File: config.mk
export PLATFORM = sky130hd
export DESIGN_NAME = rhs_axil_cfg_slave
export DESIGN_NICKNAME = d
export VERILOG_FILES = /design/src/rtl/rhs_axil_cfg_slave.sv
export SDC_FILE = /design/constraint.sdc
export NUM_CORES = 1
export LEC_CHECK = 0
export BUFFER_PORTS_ARGS = -buffer_cell sky130_fd_sc_hd__buf_2
export CAP_MARGIN = 15
export CORE_ASPECT_RATIO = 0.8
export CORE_MARGIN = 1.5
export CORE_UTILIZATION = 55
export DETAILED_ROUTE_END_ITERATION = 12
export GPL_ROUTABILITY_DRIVEN = 0
export HOLD_SLACK_MARGIN = 0.06
export PLACE_DENSITY_LB_ADDON = 0.25
export REMOVE_ABC_BUFFERS = 1
export SYNTH_ARGS = -nofsm -noshare
export SYNTH_HDL_FRONTEND = slang
export SYNTH_SLANG_ARGS = --single-unit
File: constraint.sdc
create_clock -name aclk -period 5.8 [get_ports aclk]
set_clock_uncertainty 0.2 [all_clocks]
set_input_delay 1.16 -clock aclk [delete_from_list [all_inputs] [get_ports aclk]]
set_output_delay 1.16 -clock aclk [all_outputs]
set_load 0.05 [all_outputs]
File: src/rtl/rhs_axil_cfg_slave.sv
// AXI4-Lite configuration register slave with eight word registers that drive the cfg_* outputs.
// Optional macro RHS_CFG_WSTRB_EN enables byte-strobe writes; otherwise full words are written.
module rhs_axil_cfg_slave #(
  parameter int ADDR_WIDTH = 6
) (
  input  logic                  aclk,
  input  logic                  areset,
  input  logic [ADDR_WIDTH-1:0] s_axi_awaddr,
  input  logic [2:0]            s_axi_awprot,
  input  logic                  s_axi_awvalid,
  output logic                  s_axi_awready,
  input  logic [31:0]           s_axi_wdata,
  input  logic [3:0]            s_axi_wstrb,
  input  logic                  s_axi_wvalid,
  output logic                  s_axi_wready,
  output logic [1:0]            s_axi_bresp,
  output logic                  s_axi_bvalid,
  input  logic                  s_axi_bready,
  input  logic [ADDR_WIDTH-1:0] s_axi_araddr,
  input  logic [2:0]            s_axi_arprot,
  input  logic                  s_axi_arvalid,
  output logic                  s_axi_arready,
  output logic [31:0]           s_axi_rdata,
  output logic [1:0]            s_axi_rresp,
  output logic                  s_axi_rvalid,
  input  logic                  s_axi_rready,
  output logic [7:0]            cfg_ctrl,
  output logic [31:0]           cfg_stim_mag,
  output logic [15:0]           cfg_pkt_len,
  output logic [1:0]            cfg_zscale,
  output logic [7:0]            cfg_zcycle,
  output logic                  cfg_stim_mono,
  output logic [4:0]            cfg_stim_neg,
  output logic [4:0]            cfg_stim_pos,
  output logic [15:0]           cfg_pulse_width,
  output logic [15:0]           cfg_ipd,
  output logic [7:0]            cfg_num_pulse,
  output logic                  cfg_update,
  output logic [1:0]            dbg_wstate,
  output logic                  dbg_rstate
);

  // Handshake rule on every channel: a transfer happens on a rising edge where valid
  // and ready are both high; valid never waits on ready and is held until accepted.
  typedef enum logic [1:0] {W_IDLE, W_COMMIT, W_RESP} w_state_e;
  typedef enum logic {R_IDLE, R_RESP} r_state_e;

  localparam logic [1:0] RESP_OKAY   = 2'b00;
  localparam logic [1:0] RESP_SLVERR = 2'b10;

  w_state_e              w_state_q, w_state_d;
  r_state_e              r_state_q, r_state_d;
  logic                  aw_done_q, w_done_q;
  logic [ADDR_WIDTH-1:0] awaddr_q;
  logic [31:0]           wdata_q;
  logic [3:0]            wstrb_q;
  logic                  bvalid_q;
  logic [1:0]            bresp_q;
  logic                  rvalid_q;
  logic [1:0]            rresp_q;
  logic [31:0]           rdata_q;
  logic                  aw_hs, w_hs, ar_hs;
  logic                  wr_err, rd_err;
  logic [31:0]           wr_mask, wr_word;
  logic [31:0]           reg_words [8];
  logic                  unused_ok;

  assign s_axi_awready = !areset && (w_state_q == W_IDLE) && !aw_done_q;
  assign s_axi_wready  = !areset && (w_state_q == W_IDLE) && !w_done_q;
  assign s_axi_arready = !areset && (r_state_q == R_IDLE);
  assign s_axi_bvalid  = bvalid_q;
  assign s_axi_bresp   = bresp_q;
  assign s_axi_rvalid  = rvalid_q;
  assign s_axi_rresp   = rresp_q;
  assign s_axi_rdata   = rdata_q;
  assign dbg_wstate    = w_state_q;
  assign dbg_rstate    = r_state_q;

  assign aw_hs  = s_axi_awvalid && s_axi_awready;
  assign w_hs   = s_axi_wvalid && s_axi_wready;
  assign ar_hs  = s_axi_arvalid && s_axi_arready;
  assign wr_err = |awaddr_q[ADDR_WIDTH-1:5];
  assign rd_err = |s_axi_araddr[ADDR_WIDTH-1:5];

  // Register words as seen on the bus; unimplemented bits are tied to zero.
  always_comb begin
    reg_words[0] = {24'd0, cfg_ctrl};
    reg_words[1] = cfg_stim_mag;
    reg_words[2] = {16'd0, cfg_pkt_len};
    reg_words[3] = {22'd0, cfg_zscale, cfg_zcycle};
    reg_words[4] = {21'd0, cfg_stim_mono, cfg_stim_neg, cfg_stim_pos};
    reg_words[5] = {16'd0, cfg_pulse_width};
    reg_words[6] = {16'd0, cfg_ipd};
    reg_words[7] = {24'd0, cfg_num_pulse};
  end

`ifdef RHS_CFG_WSTRB_EN
  assign wr_mask   = {{8{wstrb_q[3]}}, {8{wstrb_q[2]}}, {8{wstrb_q[1]}}, {8{wstrb_q[0]}}};
  assign unused_ok = ^{s_axi_awprot, s_axi_arprot, awaddr_q[1:0], s_axi_araddr[1:0]};
`else
  assign wr_mask   = 32'hFFFF_FFFF;
  assign unused_ok = ^{s_axi_awprot, s_axi_arprot, awaddr_q[1:0], s_axi_araddr[1:0],
                       s_axi_wstrb, wstrb_q};
`endif

  // Merge new bytes into the current word so strobed-off bytes keep their value.
  assign wr_word = (reg_words[awaddr_q[4:2]] & ~wr_mask) | (wdata_q & wr_mask);

  always_comb begin
    w_state_d = w_state_q;
    case (w_state_q)
      W_IDLE:   if ((aw_done_q || aw_hs) && (w_done_q || w_hs)) w_state_d = W_COMMIT;
      W_COMMIT: w_state_d = W_RESP;
      W_RESP:   if (bvalid_q && s_axi_bready) w_state_d = W_IDLE;
      default:  w_state_d = W_IDLE;
    endcase
  end

  always_comb begin
    r_state_d = r_state_q;
    case (r_state_q)
      R_IDLE:  if (ar_hs) r_state_d = R_RESP;
      R_RESP:  if (rvalid_q && s_axi_rready) r_state_d = R_IDLE;
      default: r_state_d = R_IDLE;
    endcase
  end

  always_ff @(posedge aclk) begin
    if (areset) begin
      w_state_q       <= W_IDLE;
      aw_done_q       <= 1'b0;
      w_done_q        <= 1'b0;
      awaddr_q        <= '0;
      wdata_q         <= '0;
      wstrb_q         <= '0;
      bvalid_q        <= 1'b0;
      bresp_q         <= RESP_OKAY;
      cfg_update      <= 1'b0;
      cfg_ctrl        <= '0;
      cfg_stim_mag    <= '0;
      cfg_pkt_len     <= '0;
      cfg_zscale      <= '0;
      cfg_zcycle      <= '0;
      cfg_stim_mono   <= 1'b0;
      cfg_stim_neg    <= '0;
      cfg_stim_pos    <= '0;
      cfg_pulse_width <= '0;
      cfg_ipd         <= '0;
      cfg_num_pulse   <= '0;
    end else begin
      w_state_q  <= w_state_d;
      cfg_update <= 1'b0;
      if (aw_hs) begin
        awaddr_q  <= s_axi_awaddr;
        aw_done_q <= 1'b1;
      end
      if (w_hs) begin
        wdata_q  <= s_axi_wdata;
        wstrb_q  <= s_axi_wstrb;
        w_done_q <= 1'b1;
      end
      if (w_state_q == W_COMMIT) begin
        aw_done_q <= 1'b0;
        w_done_q  <= 1'b0;
        bresp_q   <= wr_err ? RESP_SLVERR : RESP_OKAY;
        if (!wr_err) begin
          cfg_update <= 1'b1;
          case (awaddr_q[4:2])
            3'd0: cfg_ctrl     <= wr_word[7:0];
            3'd1: cfg_stim_mag <= wr_word;
            3'd2: cfg_pkt_len  <= wr_word[15:0];
            3'd3: begin
              cfg_zscale <= wr_word[9:8];
              cfg_zcycle <= wr_word[7:0];
            end
            3'd4: begin
              cfg_stim_mono <= wr_word[10];
              cfg_stim_neg  <= wr_word[9:5];
              cfg_stim_pos  <= wr_word[4:0];
            end
            3'd5: cfg_pulse_width <= wr_word[15:0];
            3'd6: cfg_ipd         <= wr_word[15:0];
            3'd7: cfg_num_pulse   <= wr_word[7:0];
          endcase
        end
      end
      // bvalid rises one edge after the commit edge, then holds until bready.
      if (w_state_q == W_RESP) begin
        if (!bvalid_q) bvalid_q <= 1'b1;
        else if (s_axi_bready) bvalid_q <= 1'b0;
      end
    end
  end

  always_ff @(posedge aclk) begin
    if (areset) begin
      r_state_q <= R_IDLE;
      rvalid_q  <= 1'b0;
      rresp_q   <= RESP_OKAY;
      rdata_q   <= '0;
    end else begin
      r_state_q <= r_state_d;
      if (ar_hs) begin
        rvalid_q <= 1'b1;
        rresp_q  <= rd_err ? RESP_SLVERR : RESP_OKAY;
        rdata_q  <= rd_err ? 32'd0 : reg_words[s_axi_araddr[4:2]];
      end else if (rvalid_q && s_axi_rready) begin
        rvalid_q <= 1'b0;
      end
    end
  end

endmodule

# Word level (Yosys, flattened, before mapping)
# Cells that the tools add are included.
[word_totals]
reg_bits = 199
in_bits = 61
wordCells = 85
[op_classes]
magnitude_cmp = 1
eq_ne = 11
muxes = 17
bitwise_logic = 4
n_reduce_logical = 29
[ops]
columns = ["operator", "n"]
rows = [
  ["binary-select mux 32 bit (select 3 bit)", 1],
  ["2-to-1 mux 32 bit", 3],
  ["AND reduction 3 bit", 8],
  ["== test 3 bit, second input constant", 4],
  ["logical AND 1 bit", 10],
  ["2-to-1 mux 2 bit", 4],
  ["2-to-1 mux 1 bit", 7],
  ["== test 3 x 2 -> 1 bit, second input constant", 2],
  ["case mux 2 bit (3 select lines)", 1],
  [">= comparator 4 bit, second input constant", 1],
  ["inverter 3 -> 4 bit", 1],
  ["OR reduction 2 bit", 2],
  ["== test 3 x 1 -> 1 bit, second input constant", 1],
  ["logical NOT 1 bit", 3],
  ["logical NOT 3 bit", 1],
  ["inverter 1 bit", 3],
  ["== test 2 x 1 -> 1 bit, second input constant", 1],
  ["== test 2 bit, second input constant", 1],
  ["logical NOT 2 bit", 1],
  ["logical OR 1 bit", 2],
  ["!= test 2 x 1 -> 1 bit, second input constant", 1],
  ["!= test 2 bit, second input constant", 1],
  ["case mux 1 bit (2 select lines)", 1],
  ["AND reduction 2 bit", 1],
  ["nonzero test 2 bit", 1],
]

# Logic depth before layout (Yosys ltp)
[depth]
word_depth = 8
depth_mapped = 7

# Worst setup path after synthesis
# No wires, ideal clock.
[synth_path]
path_kind = "input-to-output"
startpoint = "input port areset"
endpoint = "output port s_axi_awready"
arrival_time_ns = 2.945
required_ns = 4.440
slack_ns = 1.495
cell_stages = 1
n_path_buf = 0
cell_sequence = "nor4_1"
[synth_via]
elab_chain_cells = 3
[synth_rtl]
columns = ["item", "line", "source"]
rows = [
  ["start, declared", "7", "input logic areset,"],
  ["logical NOT 1 bit", "68", "assign s_axi_awready = !areset && (w_state_q == W_IDLE) && !aw_done_q;"],
  ["logical AND 1 bit (2 in series)", "68", ""],
  ["end, declared", "11", "output logic s_axi_awready,"],
]
# No other way between the ends.

# Worst setup path after layout
# Same ends and word-level chain as after synthesis.

==> flow_metrics.tcl <==
set metrics [dict create \
    clock_path_buffers 2 \
    crit_start "areset" \
    ys_warn_count 0 \
    ir_drop_v 0.000202 \
    vias 6863 \
    critPathKind "in -> out" \
    die_x_um 135 \
    die_y_um 109 \
    cp.required_ns 4.44 \
    synth_area_leaders "dfxtp_1 51%, nand2_1 9.1%, mux2i_1 8.9%, a21oi_1 7.3%, nor2_1 4.2%" \
    cp-end-kind "output pin" \
    layout.nets 1089 \
    post-route-min-period_ns 3.96 \
    holdBufCountCts 0 \
    power_leakage_uw 0.00409 \
    cp_slowest_cell "nor4_1" \
    grt_start_max_net_pins 108 \
    cp_max_fo 107 \
    setup_viol 0 \
    status "completed" \
    slowest_delay_ns 0.70 \
    cellPowerDensity_mw_per_mm2 294 \
    worstPathCellList "buf_6, nor4_1, buf_2" \
    io_pins 223 \
    gr-max-usage-layer "met2" \
    synth.distinct_cells 37 \
    viasPerCell 5.63 \
    reg2reg_from "dbg_wstate[1]$_SDFFE_PP0P_" \
    slew_violations 0 \
    synth_most_common_cell "dfxtp_1" \
    synth_edf_count 0 \
    whs_ns 0.252 \
    async_flop_share 0 \
    syn-cell-area_sq_mm 0.00766 \
    seq_area_frac_synth 0.510 \
    worstMarginPinSlew_ns 1.03 \
    met1_usage 0.405 \
    hold_viol_final 0 \
    layout-drive-gt1-share 0.252 \
    routed_wl_um 21800 \
    numPortBuffers 206 \
    rows 38 \
    clock-root-buffer "clkbuf_16" \
    drtPass1Iterations 5 \
    clock-sinks 195 \
    n_fill_cell 1152 \
    clkTransAtPathRegs_ns 0.06 \
    yosysTopAreaCell "dfxtp_1" \
    min_period_over_period 0.682 \
    antenna_found_initial 0 \
    htree_num_levels 4 \
    cap_viol_max_count 0 \
    grt_first_pass_wirelength_um 33700 \
    synth_ff_type "dfxtp_1" \
    cts_buffers 17 \
    cp_num_buf_inv 2 \
    detail_route.wl_per_cell_um 17.9 \
    rsz0062_at_grt "false" \
    die-area_sq_mm 0.0146 \
    synth.ff_latch_count 195 \
    final_util 0.679 \
    post_cts_resized 0 \
    core_area_sq_mm 0.0136 \
    start_kind "primary input" \
    synth.top_cell.area_share 0.510 \
    grt_overflow 0 \
    fmax_mhz 253 \
    area_growth_pct 20.6 \
    dp_hpwl_um 13700 \
    worstPathArrival_ns 2.60 \
    grtUsageMet2 0.478 \
    final_antenna_net_count 0 \
    tritoncts "built" \
    hold_start "wdata_q[26]$_SDFFE_PP0P_" \
    hold_class "reg -> reg" \
    synthCells 869 \
    clkLatencyLatePin_ns 0.43 \
    crit_family "simple AND/OR/NAND/NOR gates" \
    synthTopCellsByCount "195 x dfxtp_1, 185 x nand2_1, 111 x a21oi_1" \
    postCtsSetupRepairBufs 0 \
    initial_core_util 0.563 \
    grt_pass1_vias 6271 \
    drc 0 \
    track_usage 0.300 \
    grt_use_met3 0.0553 \
    avgSynthCellArea_sq_um 8.81 \
    setup_tns_ns 0 \
    drt_iter0_markers 515 \
    relSlewSlack 0.314 \
    antenna_cells 0 \
]
## worst register-to-register path: stages, from the launching register on
cell and delay (ns):
dfxtp_1 0.43, nor4bb_4 0.93, nand2_2 0.73, mux2i_1 0.36, nor2_1 0.07
## worst paths after layout
check        slack [ns]                         endpoint  depth (start not counted)
max                1.84                    s_axi_awready                          3
min                0.25    cfg_stim_mag[26]$_SDFFE_PP0P_                          2
max reg2reg        2.92  cfg_pulse_width[6]$_SDFFE_PP0P_                          4
min reg2reg        0.25    cfg_stim_mag[26]$_SDFFE_PP0P_                          2
## metal layers
| layer | share of wire | wire length [um] |
|---|---|---|
| met1 | 0.45 | 9810 |
| met2 | 0.46 | 10000 |
| met3 | 0.068 | 1490 |
| met4 | 0.022 | 490 |
| met5 | 0 | 0 |
## state kept, by name (all words and copies together), names as in the netlist, 8 cells and up
name	count
cfg_pulse_width	16
cfg_zcycle	8
cfg_stim_mag	32
cfg_pkt_len	16
cfg_ctrl	8
wdata_q	32
cfg_ipd	16
s_axi_rdata	32
cfg_num_pulse	8
## report_power, final
group | total [uW] | switching [uW] | internal [uW]
combinational | 208 | 151 | 57.4
clock | 1120 | 479 | 643
sequential | 1390 | 26.0 | 1360
## cells in the final DEF (no fill, tap or decap), types with 2 or more instances in the layout
cell,instances
a32o_1,6
nand2_1,185
and3_1,3
inv_1,6
clkbuf_1,4
nor2_1,85
nor4_1,2
clkinv_2,2
nand2b_1,4
o21ai_0,2
conb_1,2
clkbuf_16,17
nand2_2,2
nand3_1,43
a32oi_1,6
dfxtp_1,195
clkbuf_8,5
o22ai_1,2
nor2b_1,6
buf_2,205
buf_4,10
mux4_2,8
mux2_2,4
a21oi_1,111
a221o_1,4
a22oi_1,20
nor3_1,2
a221oi_1,11
o2111ai_1,4
mux2i_1,68
nor4b_4,2
and2_1,2
## through the flow
stage          cell area, sq um  setup slack, ns  cells  total power, uW
6_report                   9240             1.84   1219             2720
5_1_grt                    9240             1.78   1219             2800
4_1_cts                    9240             1.90   1219             2720
3_5_place_dp               8680             1.91   1189             1620
3_3_place_gp               8680             1.90   1189             1620
2_1_floorplan              7310             1.49    793             1520
## cell families after synthesis
group           count (synthesis)  share of synthesized area
other cells                     1                   0.000490
compound gates                169                      0.135
flops                         195                      0.510
buf+inv                        83                     0.0485
simple gates                  341                      0.188
mux                            80                      0.118
## cell type report
class,instances,area (sq um),area share
Clock buffer,26,509,0.0551
Clock inverter,4,47.5,0.00515
Inverter,6,22.5,0.00244
Multi-Input combinational cell,592,3410,0.370
Sequential cell,195,3900,0.423
Tap cell,180,225,0.0244
Timing Repair Buffer,216,1110,0.120
Note: power is estimated with default switching activity, not from simulation.
